<file path="src/rtl/data_io_pkg.sv">
// Shared opcodes, state/phase enums and helpers for the data_io SPI initiator.
// The CRC helper is only used when DATA_IO_MASTER_CRC_EN is defined.
package data_io_pkg;

  localparam logic [7:0] UIO_FILE_TX     = 8'h53;
  localparam logic [7:0] UIO_FILE_TX_DAT = 8'h54;
  localparam logic [7:0] UIO_FILE_INDEX  = 8'h55;
  localparam logic [7:0] TX_START_ARG    = 8'hFF;
  localparam logic [7:0] TX_END_ARG      = 8'h00;

  typedef enum logic [2:0] {
    ST_IDLE,
    ST_CMD,
    ST_ARG,
    ST_GAP,
    ST_DATA_WAIT,
    ST_DATA,
    ST_DONE
  } state_t;

  typedef enum logic [1:0] {
    PH_INDEX,
    PH_TXS,
    PH_DAT,
    PH_TXE
  } phase_t;

  function automatic logic [7:0] phase_opcode(input phase_t ph);
    logic [7:0] op;
    case (ph)
      PH_INDEX: op = UIO_FILE_INDEX;
      PH_DAT:   op = UIO_FILE_TX_DAT;
      default:  op = UIO_FILE_TX;
    endcase
    return op;
  endfunction

  function automatic logic [7:0] phase_arg(input phase_t ph, input logic [7:0] idx);
    logic [7:0] arg;
    case (ph)
      PH_INDEX: arg = idx;
      PH_TXS:   arg = TX_START_ARG;
      default:  arg = TX_END_ARG;
    endcase
    return arg;
  endfunction

  // CRC-16/CCITT, poly 0x1021, MSB first, no reflection.
  function automatic logic [15:0] crc16_ccitt_byte(input logic [15:0] crc_in,
                                                   input logic [7:0]  data);
    logic [15:0] c;
    c = crc_in ^ {data, 8'h00};
    for (int i = 0; i < 8; i++) begin
      c = c[15] ? ((c << 1) ^ 16'h1021) : (c << 1);
    end
    return c;
  endfunction

endpackage

</file>
<file path="src/rtl/spi_byte_tx.sv">
// Mode-0 byte shifter: SCK low then high for CLK_DIV clocks per half, MSB first.
// last_edge pulses for one cycle after the 8th SCK falling edge.
module spi_byte_tx #(
  parameter int CLK_DIV = 4
) (
  input  logic       clk_sys,
  input  logic       reset,
  input  logic       load,
  input  logic [7:0] data,
  output logic       busy,
  output logic       last_edge,
  output logic       sck,
  output logic       di
);

  localparam logic [7:0] DIV_LOAD = 8'(CLK_DIV - 1);

  logic [7:0] div_cnt;
  logic [6:0] shreg;
  logic [2:0] bits_left;

  always_ff @(posedge clk_sys) begin
    if (reset) begin
      busy      <= 1'b0;
      last_edge <= 1'b0;
      sck       <= 1'b0;
      di        <= 1'b0;
      div_cnt   <= 8'd0;
      shreg     <= 7'd0;
      bits_left <= 3'd0;
    end else begin
      last_edge <= 1'b0;
      if (load && !busy) begin
        busy      <= 1'b1;
        sck       <= 1'b0;
        di        <= data[7];
        shreg     <= data[6:0];
        bits_left <= 3'd7;
        div_cnt   <= DIV_LOAD;
      end else if (busy) begin
        if (div_cnt != 8'd0) begin
          div_cnt <= div_cnt - 8'd1;
        end else begin
          div_cnt <= DIV_LOAD;
          if (!sck) begin
            sck <= 1'b1;
          end else begin
            // DI only moves on the falling edge so the receiver sees it stable at the rise.
            sck <= 1'b0;
            if (bits_left == 3'd0) begin
              busy      <= 1'b0;
              last_edge <= 1'b1;
            end else begin
              di        <= shreg[6];
              shreg     <= {shreg[5:0], 1'b0};
              bits_left <= bits_left - 3'd1;
            end
          end
        end
      end
    end
  end

endmodule

</file>
<file path="src/rtl/data_io_spi_master.sv">
// Host-side initiator for the data_io file-download protocol (INDEX, TX start, TX_DAT, TX end).
// Define DATA_IO_MASTER_CRC_EN to add the crc output (CRC-16/CCITT of the payload).
module data_io_spi_master
  import data_io_pkg::*;
#(
  parameter int CLK_DIV    = 4,
  parameter int GAP_CYCLES = 8
) (
  input  logic        clk_sys,
  input  logic        reset,
  input  logic        start,
  input  logic [7:0]  index,
  input  logic [7:0]  s_data,
  input  logic        s_valid,
  output logic        s_ready,
  input  logic        s_last,
  output logic        busy,
  output logic        done,
  output logic        spi_sck,
  output logic        spi_ss2,
  output logic        spi_di
`ifdef DATA_IO_MASTER_CRC_EN
  , output logic [15:0] crc
`endif
);

  // state        | meaning
  // ST_IDLE      | waiting for start, SS2 high
  // ST_GAP       | SS2 high for GAP_CYCLES before the next command
  // ST_CMD       | shifting the phase opcode
  // ST_ARG       | shifting the phase argument (INDEX/TXS/TXE)
  // ST_DATA_WAIT | SS2 low, s_ready high, SCK stalled until a byte arrives
  // ST_DATA      | shifting one payload byte
  // ST_DONE      | end command finished, pulse done next cycle

  localparam logic [15:0] GAP_LOAD = 16'(GAP_CYCLES - 1);

  state_t      state;
  phase_t      phase;
  logic [7:0]  idx_r;
  logic [15:0] gap_cnt;
  logic        last_r;
  logic        tx_load;
  logic [7:0]  tx_data;
  logic        tx_busy;
  logic        tx_last_edge;

  spi_byte_tx #(
    .CLK_DIV (CLK_DIV)
  ) u_tx (
    .clk_sys   (clk_sys),
    .reset     (reset),
    .load      (tx_load),
    .data      (tx_data),
    .busy      (tx_busy),
    .last_edge (tx_last_edge),
    .sck       (spi_sck),
    .di        (spi_di)
  );

  always_ff @(posedge clk_sys) begin
    if (reset) begin
      state   <= ST_IDLE;
      phase   <= PH_INDEX;
      idx_r   <= 8'd0;
      gap_cnt <= 16'd0;
      last_r  <= 1'b0;
      tx_load <= 1'b0;
      tx_data <= 8'd0;
      spi_ss2 <= 1'b1;
      s_ready <= 1'b0;
      busy    <= 1'b0;
      done    <= 1'b0;
    end else begin
      tx_load <= 1'b0;
      done    <= 1'b0;
      case (state)
        ST_IDLE: begin
          if (start) begin
            idx_r   <= index;
            busy    <= 1'b1;
            phase   <= PH_INDEX;
            gap_cnt <= GAP_LOAD;
            state   <= ST_GAP;
          end
        end
        ST_GAP: begin
          if (gap_cnt != 16'd0) begin
            gap_cnt <= gap_cnt - 16'd1;
          end else if (!tx_busy) begin
            spi_ss2 <= 1'b0;
            tx_load <= 1'b1;
            tx_data <= phase_opcode(phase);
            state   <= ST_CMD;
          end
        end
        ST_CMD: begin
          if (tx_last_edge) begin
            if (phase == PH_DAT) begin
              s_ready <= 1'b1;
              state   <= ST_DATA_WAIT;
            end else begin
              tx_load <= 1'b1;
              tx_data <= phase_arg(phase, idx_r);
              state   <= ST_ARG;
            end
          end
        end
        ST_ARG: begin
          if (tx_last_edge) begin
            spi_ss2 <= 1'b1;
            gap_cnt <= GAP_LOAD;
            case (phase)
              PH_INDEX: begin
                phase <= PH_TXS;
                state <= ST_GAP;
              end
              PH_TXS: begin
                phase <= PH_DAT;
                state <= ST_GAP;
              end
              default: state <= ST_DONE;
            endcase
          end
        end
        ST_DATA_WAIT: begin
          // SCK stays low here indefinitely; data_io is clocked by SCK so a stall is harmless.
          if (s_valid && s_ready) begin
            s_ready <= 1'b0;
            tx_load <= 1'b1;
            tx_data <= s_data;
            last_r  <= s_last;
            state   <= ST_DATA;
          end
        end
        ST_DATA: begin
          if (tx_last_edge) begin
            if (last_r) begin
              spi_ss2 <= 1'b1;
              gap_cnt <= GAP_LOAD;
              phase   <= PH_TXE;
              state   <= ST_GAP;
            end else begin
              s_ready <= 1'b1;
              state   <= ST_DATA_WAIT;
            end
          end
        end
        ST_DONE: begin
          done  <= 1'b1;
          busy  <= 1'b0;
          state <= ST_IDLE;
        end
        default: state <= ST_IDLE;
      endcase
    end
  end

`ifdef DATA_IO_MASTER_CRC_EN
  always_ff @(posedge clk_sys) begin
    if (reset) begin
      crc <= 16'hFFFF;
    end else if (state == ST_IDLE && start) begin
      crc <= 16'hFFFF;
    end else if (state == ST_DATA_WAIT && s_valid && s_ready) begin
      crc <= crc16_ccitt_byte(crc, s_data);
    end
  end
`endif

endmodule

</file>
<file path="config.mk">
export PLATFORM = sky130hd
export DESIGN_NAME = data_io_spi_master
export DESIGN_NICKNAME = d
export VERILOG_FILES = /design/src/rtl/data_io_pkg.sv /design/src/rtl/spi_byte_tx.sv /design/src/rtl/data_io_spi_master.sv
export SDC_FILE = /design/constraint.sdc
export NUM_CORES = 1
export LEC_CHECK = 0
export BUFFER_PORTS_ARGS = -buffer_cell sky130_fd_sc_hd__buf_2
export CAP_MARGIN = 15
export CORE_ASPECT_RATIO = 0.75
export CORE_MARGIN = 3
export CORE_UTILIZATION = 26
export CTS_CLUSTER_SIZE = 12
export DETAILED_ROUTE_END_ITERATION = 10
export HOLD_SLACK_MARGIN = 0.06
export SETUP_SLACK_MARGIN = 0.1
export SLEW_MARGIN = 20
export SYNTH_ARGS = -nofsm -noshare
export SYNTH_HDL_FRONTEND = slang
export SYNTH_HIERARCHICAL = 1
export SYNTH_SLANG_ARGS = --single-unit
</file>
<file path="constraint.sdc">
create_clock -name clk_sys -period 2.75 [get_ports clk_sys]
set_input_delay 0.55 -clock clk_sys [delete_from_list [all_inputs] [get_ports clk_sys]]
set_output_delay 0.55 -clock clk_sys [all_outputs]
set_load 0.02 [all_outputs]
</file>
Word level (Yosys, flattened, before mapping) --
Cells that the tools add are included.
Word-level totals: output and inout bits 6, flip-flop bits (word level) 65, input bits 21, logic and storage cells 155
Cells by class: bitwise logic cells 3, reduce and logical (&&, ||, !) cells 30, mux-type cells 77, equal/unequal tests 23, add/subtract/negate cells 3
Operators by type and width (number):
- 2-to-1 mux 16 bit | 5
- case mux 16 bit (4 select lines) | 1
- 2-to-1 mux 8 bit | 6
- 2-to-1 mux 3 bit | 15
- 2-to-1 mux 7 bit | 5
- AND reduction 6 bit | 5
- 2-to-1 mux 1 bit | 29
- case mux 8 bit (3 select lines) | 1
- != test 2 bit, second input constant | 9
- case mux 3 bit (6 select lines) | 1
- case mux 8 bit (2 select lines) | 1
- nonzero test 16 bit | 1
- subtractor 16 x 1 -> 16 bit, second input constant | 1
- 2-to-1 mux 2 bit | 6
- nonzero test 3 bit | 4
- != test 2 x 1 -> 1 bit, second input constant | 5
- equality test 3 bit, second input constant | 3
- case mux 1 bit (3 select lines) | 3
- AND reduction 2 bit | 4
- nonzero test 8 bit | 1
- subtractor 8 x 1 -> 8 bit, second input constant | 1
- AND reduction 7 bit | 1
- equality test 3 x 2 -> 1 bit, second input constant | 2
- logical NOT 3 bit | 2
- other kinds (18) | 24

Longest topological paths before layout --
depth after elaboration 6, depth in mapped cells 8, mapped depth without buffers 7

By module --
Netlist, hierarchy kept.
Modules (own cells, without submodules):
- data_io_spi_master | area an instance 2379.8 µm², cells each 276, seq. area each 860.8 µm², times used 1
- spi_byte_tx | area an instance 1078.5 µm², cells each 122, seq. area each 440.4 µm², times used 1

Least setup slack after synthesis --
Ideal clock, no wire load.
kind flip-flop to flip-flop, from register gap_cnt[0], to register gap_cnt[2], buffers on the path 1, required time 2612 ps, library setup time 138 ps, period minus slack after synthesis 1710 ps, setup slack 1040 ps, arrival 1572 ps, stages on the path, launching flop included 9, path through dfxtp_1 -> inv_1 -> ha_1 -> nor4b_1 -> nand4_1 -> and2_1 -> buf_6 -> a211oi_2 -> a311oi_2
Between the ends: word-level cells in the longest chain between the ends 3, elaborated cells on any way between the ends 6, classes of those cells add/sub: 1; eq/ne: 1; mux: 2; reduce/logical: 2
Ends and longest elaborated chain:
- from (decl) | line data_io_spi_master.sv:41 | logic [15:0] gap_cnt;
- from (signal assigned) | line data_io_spi_master.sv:89 | gap_cnt <= gap_cnt - 16'd1;
- subtractor 16 x 1 -> 16 bit or nonzero test 16 bit (tied branches) | line data_io_spi_master.sv:89, data_io_spi_master.sv:88
- 2-to-1 mux 16 bit or != test 2 bit (tied branches)
- case mux 16 bit (4 select lines) or AND reduction 6 bit (tied branches)
Several ways; a longest one is shown, not always the timed one. The select of a mux whose other input is x is not followed. A chain may end at the register's enable or synchronous reset.

Final worst setup path --
from register u_tx.div_cnt[0], to register u_tx.bits_left[0]
Between the ends: word-level cells in the longest chain between the ends 3
Ends and longest elaborated chain:
- from (decl) | line spi_byte_tx.sv:18 | logic [7:0] div_cnt;
- from (signal assigned) | line spi_byte_tx.sv:42 | div_cnt <= div_cnt - 8'd1;
- nonzero test 8 bit | line spi_byte_tx.sv:41 | if (div_cnt != 8'd0) begin
- != test 2 x 1 -> 1 bit (no source line)
- AND reduction 4 bit (no source line)
- to (signal assigned) | line spi_byte_tx.sv:56 | bits_left <= bits_left - 3'd1;
- to (decl) | line spi_byte_tx.sv:20 | logic [2:0] bits_left;
Every way passes these cells.

==> summary.md <==
| Metric | Value |
|---|---|
| Worst-path clk slew | approximately 0.060 ns |
| Critical Path RT | ~3.0 ns |
| Synth top area cells | dfxtp_1 (38%), nand2_1 (4.7%), a21oi_1 (4.1%) |
| Post-synth EDFFs | 0 |
| IO buf count | 26 |
| FP Rows | 35 |
| RSZ-0062 raised after global routing | false |
| Deepest clock path buffer count | 2 |
| Pwr Total | around 3.7 mW |
| Core area | 12700 um^2 |
| Most numerous cell in the Yosys netlist | dfxtp_1 |
| Status | complete, no violations |
| Initial antenna violation count | 0 |
| Top cells by count, synth | dfxtp_1 (65), nand2_1 (43), nor2_1 (34), a21oi_1 (28), nor3_1 (16) |
| CTS tree | done |
| Seq cells post-synth | 65 |
| Clk_skew | about 0.0056 ns |
| Crit path max-delay family | simple AND/OR/NAND/NOR gates |
| Fin util | between 30% and 40% |
| Syn_area_per_cell | around 8.7 um^2 |
| Iteration-0 DRC count of the detailed router | 140 |
| Syn nets | approximately 420 |
| Synth top area share | a little under two fifths |
| Hold Buf Count CTS | 0 |
| WP buf/inv | 1 |
| Fin. max-slew vios | 0 |
| Critical path's slowest cell | nand4_1 |
| Total GRT Usage | around 11% |
| Synth Flop Type | dfxtp_1 |
| Fin crit share | slightly below 80% |
| Slew @ Worst Pin | 0.898 ns |
| Synthesized area | around 3500 um^2 |
| Die width | 139 um |
| Clk_lat worst skew | approximately 0.34 ns |
| CTS sink cnt | 65 |
| Vias in the first global route | roughly 2800 |
| CP max stage delay | ~0.52 ns |
| Setup repair bufs after CTS | 0 |
| CP Cell Sequence | inv_1 -> ha_1 -> nor4bb_1 -> nand4_1 -> and3_1 -> a211oi_1 |
| Area of the multi-input gates | about 2000 um^2 |
| Max VDD drop | roughly 430 uV |
| GPL Wtd Cong | about 0.86 |
| Async S/R FF share, synth | 0% |
| IO Count | 27 |
| Startpoint Class | flop |
| # setup viols final | 0 |
| Leakage Power | 1.35 nW |
| Vias per std cell | 5.04 |
| CTS H-tree depth | 3 |
| Max Cap Viol | 0 |
| Hold Crit Class | reg -> reg |
| Kind of critical path | reg -> reg |
| Filler cell count | about 1300 |
| Root Buffer | clkbuf_16 |
| First-pass GRT wire length | ~14 mm |
| Count of cell types in the netlist | 70 |
| Final wirelength | 7.91 mm |
| Final ANT Viol Nets | 0 |
| P&R area growth vs syn | 15.6% |
| Post-cts resize count | 0 |
| Slew HR | approximately two fifths |
| Cts bufs inserted | 9 |
| Gr ovfl total | 0 |
| Pwr per Cell Area | roughly 920 nW/um^2 |
| Layout cell share with drive strength beyond 1 | 18.9% |
| Yosys warning count | 6 |
| HPWL Detailed | approximately 5.5 mm |
| Setup TNS Final | 0 ns |
| Hold Violations, Final | 0 |
| Drt drc | 0 |
| DR WL/cell | approximately 14 um |
| CP Max Fanout | 13 |
| Kind of end point of the critical path | flop |
| Synth area leader | dfxtp_1 |
| Drt first pass iters | 4 |
| Fmax | between 400 and 500 MHz |
| Seq/Total Area, Yosys | 37.6% |
| Antenna cells | 0 |
| Initial core utilization | 27.3% |
| Minimum clock period | between 2 and 2.5 ns |
| Largest net degree at the start of global routing | 31 |
| Die Y-Extent | between 100 and 150 um |
| Nets | 438 |
| Synthesized instance count | 398 |
| Vias | roughly 3000 |
| CP Data Arrival Time | about 2.4 ns |
| Sequential cell area | 1300 um^2 |
| Die area | approximately 15000 um^2 |
-- registers in the layout, indices dropped and copies added, names as in the netlist --
register / cells
tx_load: 1
u_tx/sck: 1
busy: 1
s_ready: 1
u_tx/busy: 1
spi_ss2: 1
u_tx/shreg: 7
u_tx/div_cnt: 8
last_r: 1
u_tx/di: 1
done: 1
tx_data: 8
u_tx/bits_left: 3
idx_r: 8
gap_cnt: 16
phase: 2
state: 3
u_tx/last_edge: 1
-- path summary, 6_finish.rpt --
path / end / slack [ns] / depth (start not counted) / startpoint
max: u_tx/bits_left[0] / 0.56 / 6 / u_tx/div_cnt[0]
min: u_tx/bits_left[0] / 0.44 / 1 / u_tx/bits_left[0]
max reg2reg: u_tx/bits_left[0] / 0.56 / 6 / u_tx/div_cnt[0]
min reg2reg: u_tx/bits_left[0] / 0.44 / 1 / u_tx/bits_left[0]
-- cell usage in the layout (no fill, tap or decap), drive strengths merged, types with 2 or more instances in the layout --
master,synthesis,final
dfxtp,65,65
nand2,44,44
nor2,40,40
a21oi,30,30
buf,17,30
nor3,17,17
o21ai,16,16
nand4,15,15
nand3,15,15
xor2,13,13
clkbuf,9,11
a211oi,10,10
nand2b,9,9
inv,9,9
a31oi,8,8
nor4,7,7
xnor2,6,6
nor3b,6,6
nor2b,5,5
nand4b,5,5
a311oi,5,5
ha,4,4
nor4b,4,4
and3,3,3
o22ai,2,2
and2,2,2
o31ai,2,2
a21boi,2,2
a221oi,2,2
and4b,2,2
a22oi,2,2
or3,2,2
mux2i,2,2
clkinv,0,2
bufinv,0,2
nand3b,2,2
-- worst reg2reg max path: stages (launching register included) --
cell and delay (ns):
dfxtp_1 0.32, inv_1 0.08, ha_1 0.21, nor4bb_1 0.36
nand4_1 0.52, and3_1 0.41, a211oi_1 0.20
-- report_power, final --
part           total (mW)  internal, mW  switching (mW)
combinational        1.11         0.454           0.660
sequential           1.30          1.07           0.229
clock                1.26         0.839           0.419
-- area by class of cell --
cell class | count | area share, %
clock buffers | 11 | 6.32
clock inverters | 5 | 1.94
inverters | 9 | 0.845
multi-input cells | 298 | 49.2
flip-flops and latches | 65 | 32.5
well taps | 166 | 5.19
repair buffers | 30 | 4.01
-- through the flow --
| stage | setup WS, ns | std cells | area [um^2] | hold slack (ns) |
|---|---|---|---|---|
| after global routing | 0.335 | 584 | 4000 | 0.453 |
| after global placement | 0.638 | 568 | 3670 | 0.425 |
| final | 0.563 | 584 | 4000 | 0.436 |
| after detailed placement | 0.592 | 568 | 3670 | 0.428 |
| after CTS | 0.585 | 584 | 4000 | 0.439 |
| after floorplan | 1.04 | 398 | 3460 | 0.411 |
-- per-layer routing --
metal	GRT usage (%)	vias to the layer above	share of wire, %	routed length [um]
met5	0	-	0	0
met4	3.70	0	0.82	65
met3	4.04	8	5.2	413
met2	16.6	71	43	3400
met1	15.4	1383	51	4020
li1	-	1480	-	-
-- cells by family after synthesis --
group           share of synthesized area, %
buf+inv                                 5.54
compound gates                          17.7
simple gates                            32.0
mux                                    0.904
flops                                   37.6
fa+ha+maj                               1.45
xor+xnor                                4.81
Note: power is estimated with default switching activity, not from simulation.
